### config.mk
export PLATFORM = sky130hd
export DESIGN_NAME = serial_add_ctrl_flat
export DESIGN_NICKNAME = d
export VERILOG_FILES = /design/src/rtl/serial_add_ctrl_pkg.sv /design/src/rtl/serial_add_ctrl_if.sv /design/src/rtl/serial_add_ctrl_fa.sv /design/src/rtl/serial_add_ctrl.sv /design/src/flat_wrapper.sv
export SDC_FILE = /design/constraint.sdc
export NUM_CORES = 1
export LEC_CHECK = 0
export BUFFER_PORTS_ARGS = -buffer_cell sky130_fd_sc_hd__buf_2
export CORE_MARGIN = 1.5
export CORE_UTILIZATION = 40
export CTS_CLUSTER_DIAMETER = 60
export DETAILED_ROUTE_END_ITERATION = 8
export MAX_ROUTING_LAYER = met4
export PLACE_DENSITY_LB_ADDON = 0.3
export SLEW_MARGIN = 5
export SYNTH_ARGS = -nofsm -noshare
export SYNTH_HDL_FRONTEND = slang
export SYNTH_SLANG_ARGS = --single-unit
### constraint.sdc
create_clock -name clk -period 2.8 [get_ports clk]
set_input_delay 0.42 -clock clk [delete_from_list [all_inputs] [get_ports clk]]
set_output_delay 0.42 -clock clk [all_outputs]
set_load 0.01 [all_outputs]
### src/rtl/serial_add_ctrl_pkg.sv
// Shared definitions for the bit-serial adder and the display controller.
// Holds the FSM state encoding and the default operand width.
package serial_add_ctrl_pkg;

    localparam int DEF_N = 4;

    typedef enum logic [1:0] {
        ST_IDLE = 2'd0,
        ST_RUN  = 2'd1,
        ST_DONE = 2'd2
    } state_t;

endpackage

### src/rtl/serial_add_ctrl_if.sv
// Start/busy/done handshake and operand/result bus of the serial adder.
// Optional port sub exists only when SERIAL_ADD_SUB_EN is defined.
interface serial_add_ctrl_if
    import serial_add_ctrl_pkg::*;
#(
    parameter int N = DEF_N
) ();

    logic         start;
    logic [N-1:0] a;
    logic [N-1:0] b;
    logic         cin;
`ifdef SERIAL_ADD_SUB_EN
    logic         sub;
`endif
    logic         busy;
    logic         done;
    logic [N-1:0] sum;
    logic         cout;

    modport master (
`ifdef SERIAL_ADD_SUB_EN
        output sub,
`endif
        output start, a, b, cin,
        input  busy, done, sum, cout
    );

    modport slave (
`ifdef SERIAL_ADD_SUB_EN
        input  sub,
`endif
        input  start, a, b, cin,
        output busy, done, sum, cout
    );

endinterface

### src/rtl/serial_add_ctrl_fa.sv
// Single-bit full adder cell; purely combinational, zero latency.
module serial_add_ctrl_fa (
    input  logic a,
    input  logic b,
    input  logic ci,
    output logic s,
    output logic co
);

    assign s  = a ^ b ^ ci;
    assign co = (a & b) | (ci & (a ^ b));

endmodule

### src/rtl/serial_add_ctrl.sv
// Bit-serial N-bit adder on one FA cell, LSB first; done pulses N+1 cycles after an accepted start.
// start is only accepted in IDLE or DONE and ignored while busy; SERIAL_ADD_SUB_EN adds a subtract mode.
module serial_add_ctrl
    import serial_add_ctrl_pkg::*;
#(
    parameter int N = DEF_N
) (
    input  logic               clk,
    input  logic               reset,
    serial_add_ctrl_if.slave   bus
);

    localparam int CNT_W = $clog2(N + 1);

    state_t             state;
    state_t             state_nxt;
    logic [N-1:0]       a_sh;
    logic [N-1:0]       b_sh;
    logic [N-1:0]       sum_sh;
    logic [N-1:0]       sum_nxt;
    logic [N-1:0]       sum_q;
    logic               carry;
    logic               cout_q;
    logic [CNT_W-1:0]   cnt;
    logic               fa_s;
    logic               fa_co;
    logic               accept;
    logic               last;
    logic [N-1:0]       b_ld;
    logic               c_ld;
    logic               busy_o;
    logic               done_o;

`ifdef SERIAL_ADD_SUB_EN
    // a - b computed as a + ~b + 1; cout then means "no borrow"
    assign b_ld = bus.sub ? ~bus.b : bus.b;
    assign c_ld = bus.sub ? 1'b1   : bus.cin;
`else
    assign b_ld = bus.b;
    assign c_ld = bus.cin;
`endif

    assign accept = bus.start && ((state == ST_IDLE) || (state == ST_DONE));
    assign last   = (cnt == CNT_W'(N - 1));

    serial_add_ctrl_fa u_fa (
        .a  (a_sh[0]),
        .b  (b_sh[0]),
        .ci (carry),
        .s  (fa_s),
        .co (fa_co)
    );

    always_comb begin
        sum_nxt        = sum_sh >> 1;
        sum_nxt[N-1]   = fa_s;
    end

    always_ff @(posedge clk) begin
        if (reset) begin
            state <= ST_IDLE;
        end else begin
            state <= state_nxt;
        end
    end

    always_comb begin
        state_nxt = state;
        case (state)
            ST_IDLE: if (bus.start) state_nxt = ST_RUN;
            ST_RUN:  if (last)      state_nxt = ST_DONE;
            ST_DONE: state_nxt = bus.start ? ST_RUN : ST_IDLE;
            default: state_nxt = ST_IDLE;
        endcase
    end

    always_comb begin
        busy_o = 1'b0;
        done_o = 1'b0;
        case (state)
            ST_RUN:  busy_o = 1'b1;
            ST_DONE: done_o = 1'b1;
            default: ;
        endcase
    end

    // Visible result only changes on the edge entering DONE, never mid-run
    always_ff @(posedge clk) begin
        if (reset) begin
            a_sh   <= '0;
            b_sh   <= '0;
            sum_sh <= '0;
            sum_q  <= '0;
            carry  <= 1'b0;
            cout_q <= 1'b0;
            cnt    <= '0;
        end else if (accept) begin
            a_sh   <= bus.a;
            b_sh   <= b_ld;
            carry  <= c_ld;
            sum_sh <= '0;
            cnt    <= '0;
        end else if (state == ST_RUN) begin
            a_sh   <= a_sh >> 1;
            b_sh   <= b_sh >> 1;
            sum_sh <= sum_nxt;
            carry  <= fa_co;
            cnt    <= cnt + CNT_W'(1);
            if (last) begin
                sum_q  <= sum_nxt;
                cout_q <= fa_co;
            end
        end
    end

    assign bus.busy = busy_o;
    assign bus.done = done_o;
    assign bus.sum  = sum_q;
    assign bus.cout = cout_q;

endmodule
### src/flat_wrapper.sv
// flat-port wrapper written by rule: the top's interface ports become plain ports
module serial_add_ctrl_flat import serial_add_ctrl_pkg::*;
#(
    parameter int N = DEF_N
)
  (clk, reset, bus_start, bus_a, bus_b, bus_cin, bus_busy, bus_done, bus_sum, bus_cout);
  serial_add_ctrl_if #(.N(N)) bus_i ();
  input  logic clk;
  input  logic reset;
  input wire logic [$bits(bus_i.start)-1:0] bus_start;
  input wire logic [$bits(bus_i.a)-1:0] bus_a;
  input wire logic [$bits(bus_i.b)-1:0] bus_b;
  input wire logic [$bits(bus_i.cin)-1:0] bus_cin;
  output wire logic [$bits(bus_i.busy)-1:0] bus_busy;
  output wire logic [$bits(bus_i.done)-1:0] bus_done;
  output wire logic [$bits(bus_i.sum)-1:0] bus_sum;
  output wire logic [$bits(bus_i.cout)-1:0] bus_cout;
  assign bus_i.start = bus_start;
  assign bus_i.a = bus_a;
  assign bus_i.b = bus_b;
  assign bus_i.cin = bus_cin;
  assign bus_busy = bus_i.busy;
  assign bus_done = bus_i.done;
  assign bus_sum = bus_i.sum;
  assign bus_cout = bus_i.cout;
  serial_add_ctrl #(.N(N)) u_core (.clk(clk), .reset(reset), .bus(bus_i));
endmodule
Word level (Yosys, flattened, before mapping)
Cells that the tools add are included.

operators by class
  add/sub/neg operators = 1
  multipliers = 0
  divide/modulo/power cells = 0
  magnitude comparators = 0
  equality and inequality tests = 5
  shift operators = 0
  muxes and demuxes = 12
  bitwise logic cells = 6
  reductions and logical operators = 7

operator list
  kind                 count
  $mux 4               4
  $pmux 2 s3           1
  $mux 1               5
  $mux 2               2
  $add 3x1->3 const B  1
  $eq 3x2->1 const B   1
  $reduce_and 3->1     1
  $and 1x1->1          2
  $eq 2x1->1 const B   1
  $eq 2x2->1 const B   1
  $logic_not 2->1      1
  $ne 2x1->1 const B   1
  $ne 2x2->1 const B   1
  $reduce_and 2->1     1
  $reduce_bool 2->1    1
  $reduce_or 2->1      1
  $xor 1x1->1          2
  $logic_and 1x1->1    1
  $logic_or 1x1->1     1
  $not 1->1            1
  $or 1x1->1           1

word-level totals
  register bits = 23
  bits in latches = 0
  RAM bits = 0
  memory bits (read-only) = 0
  input bits = 12
  output and inout bits = 7
  logic and storage cells = 39
  memories kept = 0

Depth between registers and ports, before layout
  depth after elaboration = 5
  mapped depth = 5
  mapped depth without buffers = 5

Hierarchy
A second synthesis with hierarchy kept.

unflattened totals
  cells, all modules = 102
  area total of the unflattened synthesis = 903.4 um^2

modules (own cells, without submodules)
  module              instances  cells an instance  area each (um^2)  sequential area each (um^2)
  serial_add_ctrl     1          101                883.3             440.4
  serial_add_ctrl_fa  1          1                  20.0              0.0

Worst setup path before layout
OpenSTA, ideal clock, no wires.

  path kind = register to register
  start point = register u_core.cnt[0]
  end point = register u_core.cout_q, in the netlist u_core.bus.cout
  setup time = 70 ps
  data arrival time = 1,090 ps
  required time = 2,730 ps
  slack = 1,640 ps
  stages on the path, launching flop included = 6
  buffers on the path = 0
  clock period less this slack = 1,160 ps
  cells stage by stage = dfxtp_1 > ha_1 > ha_1 > nand3b_1 > nand2_1 > a21oi_1

between the ends
  longest elaborated chain between the ends = 2

RTL lines
  item                        line                    text
  from (decl)                 serial_add_ctrl.sv:24   logic [CNT_W-1:0] cnt;
  from (signal assigned)      serial_add_ctrl.sv:108  cnt <= cnt + CNT_W'(1);
  $eq 3x2->1                  serial_add_ctrl.sv:44   assign last = (cnt == CNT_W'(N - 1));
  $reduce_and 3->1 (no line)  -
  to (signal assigned)        serial_add_ctrl.sv:111  cout_q <= fa_co;
  to (decl)                   serial_add_ctrl.sv:23   logic cout_q;

Every way passes these cells.
A chain may end at the register's enable or synchronous reset.

Worst setup path after layout
  start point = register u_core.state[1]
  end point = output bus_busy

between the ends
  longest elaborated chain between the ends = 2

RTL lines
  item                    line                   text
  from (decl)             serial_add_ctrl.sv:15  state_t state;
  from (signal assigned)  serial_add_ctrl.sv:63  state <= state_nxt;
  $eq 2x1->1              serial_add_ctrl.sv:80  case (state)
  $mux 1                  serial_add_ctrl.sv:80
  to (decl)               flat_wrapper.sv:14     output wire logic [$bits(bus_i.busy)-1:0] bus_busy;

Every way passes these cells.

==> impl_metrics.tcl <==
set metrics [dict create \
    fp.dieW_um 51.0 \
    cts_setup_buffers 0 \
    die_h_um 51.0 \
    yosysSeqAreaShare 0.478 \
    n_antenna_cell 0 \
    syn_nets 116 \
    path_class "reg -> out" \
    status "completed" \
    gp_congestion 0.727 \
    finalWorstPathRequiredPeriod_ns 1.89 \
    min_period_over_period 0.676 \
    grt_start_max_net_pins 23 \
    root_buffer "clkbuf_4" \
    total_leakage_power_nw 0.398 \
    crit_path_end_kind "output pin" \
    critPathBufInv 2 \
    viasPerCell 5.07 \
    worstMarginPinSlew_ns 0.590 \
    dp_hpwl_um 1180 \
    die-area_um2 2600 \
    start_util 0.421 \
    maxCapViolations 0 \
    clk_latency_ns 0.30 \
    yosysTopAreaCell "dfxtp_1" \
    path_clk_slew_ns 0.11 \
    htree_levels 1 \
    grt_pass1_wl_um 2840 \
    vias 725 \
    vdd_ir_drop_max_uv 334 \
    rsz0062_at_grt "no" \
    fin_nets 132 \
    synth_edf_count 0 \
    synth.most_common_cell "dfxtp_1" \
    drive_gt1_frac 0.243 \
    ctsHoldBuffers 0 \
    finalSetupViolCount 0 \
    min_path_type "in -> reg" \
    fin_area_um2 1020 \
    cts_tree "built" \
    row_count 17 \
    synth_top_area_frac 0.478 \
    drc 0 \
    ant_nets 0 \
    power_density_nw_per_um2 535 \
    finClkSkew_ns 0.00360 \
    path_cells "nand2b_2 -> inv_2 -> buf_2" \
    placed_area_um2 995 \
    wl_per_cell_um 11.2 \
    crit_family "buffers and inverters" \
    yosysUniqueCellTypes 26 \
    finalSetupTns_ns 0 \
    ys.flop_type "dfxtp_1" \
    port-buffer-count 18 \
    coreArea_um2 2190 \
    clk_path_buf_depth 2 \
    antenna_found_initial 0 \
    dp.cells 140 \
    cts_resized 0 \
    synthTopCellsByArea "dfxtp_1 48%, nand2_1 6.9%, a21oi_1 6.0%" \
    grt_util_all_layers 0.151 \
    startpoint_type "flop" \
    yosysWarnings 0 \
    drt_wl_total_um 1600 \
    io_pins 19 \
    timing.fmax_mhz 529 \
    crit_path_max_fanout 22 \
    required_ns 2.38 \
    cp_data_arrival_time_ns 1.47 \
    grt_overflow 0 \
    cts-buffers-inserted 3 \
    stdcell_count 143 \
    area_growth_pct 10.3 \
    grt_pass1_vias 682 \
    syn-instance-count 101 \
    initialDrtViolationCount 12 \
    async_flop_share 0 \
    ys_top_cells_by_count "22 x dfxtp_1, 17 x nand2_1, 11 x a21oi_1" \
    slew_headroom 0.606 \
    synth_area_um2 922 \
    avgSynthCellArea_um2 9.13 \
    timing_hold_violations_final 0 \
    crit_path_max_incr_delay_ns 0.34 \
    cts.sinks 22 \
    slew_violations 0 \
    ys_ff_latch 22 \
    slowest_stage "inv_2" \
    firstDrtPassIters 4 \
]
-- power by group --
part,internal [mW],switching [mW]
logic,0.0292,0.0424
clock network,0.0502,0.0854
registers,0.328,0.00953
-- registers in the layout, summed over array words and instances (netlist names) --
signal	flops
u_core.bus.sum	4
u_core.state	2
u_core.a_sh	4
u_core.carry	1
u_core.sum_sh	3
u_core.b_sh	4
u_core.cnt	3
u_core.bus.cout	1
-- logic make-up after synthesis --
| kind of cell | after synthesis | synth area share |
|---|---|---|
| AO/OA/AOI/OAI | 20 | 0.151 |
| XOR/XNOR | 1 | 0.00950 |
| adder cells (fa/ha/maj) | 3 | 0.0488 |
| buffers and inverters | 9 | 0.0651 |
| flip-flops | 22 | 0.478 |
| multiplexers | 2 | 0.0217 |
| AND/OR/NAND/NOR | 44 | 0.227 |
-- path summary, 6_finish.rpt --
check	slack (ns)	endpoint	startpoint	depth (start not counted)
worst max-delay path	0.91	bus_busy	u_core.state[1]$_SDFFE_PP0P_	3
worst min-delay path	0.39	u_core.b_sh[0]$_SDFFE_PP0P_	bus_b[0]	3
worst min register to register	0.45	u_core.bus.cout$_SDFFE_PP0P_	u_core.bus.cout$_SDFFE_PP0P_	2
worst max register to register	1.38	u_core.b_sh[2]$_SDFFE_PP0P_	u_core.state[1]$_SDFFE_PP0P_	4
-- through the flow --
step	power (mW)	setup WS, ns	hold slack (ns)	utilization
detailed placement	0.416	1.25	0.446	0.454
finish	0.545	0.908	0.395	0.464
CTS	0.553	0.905	0.390	0.464
floorplan	0.406	1.64	0.437	-
global route	0.579	0.774	0.384	0.464
global placement	0.414	1.27	0.441	0.454
-- layout make-up --
| class | instances | area [um2] |
|---|---|---|
| clock buffers | 3 | 22.5 |
| repair buffers | 18 | 90.1 |
| well taps | 28 | 35.0 |
| fillers | 221 | 1170 |
| inverters | 2 | 7.51 |
| multi-input cells | 70 | 422 |
| flip-flops and latches | 22 | 440 |
-- routing by layer --
layer / wire length (um) / GRT usage
met5: 0 / -
met4: 36 / 0.0811
met3: 95 / 0.0380
met2: 677 / 0.238
met1: 790 / 0.178
-- worst min-delay path: stages --
cell and delay (ns):
buf_2 0.07, a22oi_1 0.06, a21oi_1 0.11
-- layout by cell type, fill, tap and decap left out --
| cell | Yosys | layout |
|---|---|---|
| a311oi_2 | 2 | 2 |
| nor2_2 | 2 | 2 |
| nand2_1 | 17 | 17 |
| mux2i_1 | 2 | 2 |
| nand2b_2 | 1 | 1 |
| a211oi_2 | 1 | 1 |
| a22oi_1 | 2 | 2 |
| o21a_1 | 1 | 1 |
| inv_1 | 1 | 1 |
| clkbuf_4 | 0 | 3 |
| nand3b_1 | 1 | 1 |
| buf_2 | 3 | 18 |
| nor3_1 | 8 | 8 |
| o22ai_1 | 3 | 3 |
| a21oi_1 | 11 | 11 |
| xnor2_1 | 1 | 1 |
| and2b_1 | 1 | 1 |
| inv_2 | 1 | 1 |
| nand3_1 | 7 | 7 |
| ha_1 | 2 | 2 |
| fa_1 | 1 | 1 |
| nor2b_1 | 1 | 1 |
| nand2b_1 | 2 | 2 |
| dfxtp_1 | 22 | 22 |
| nor2_1 | 4 | 4 |
Note: power is estimated with default switching activity, not from simulation.
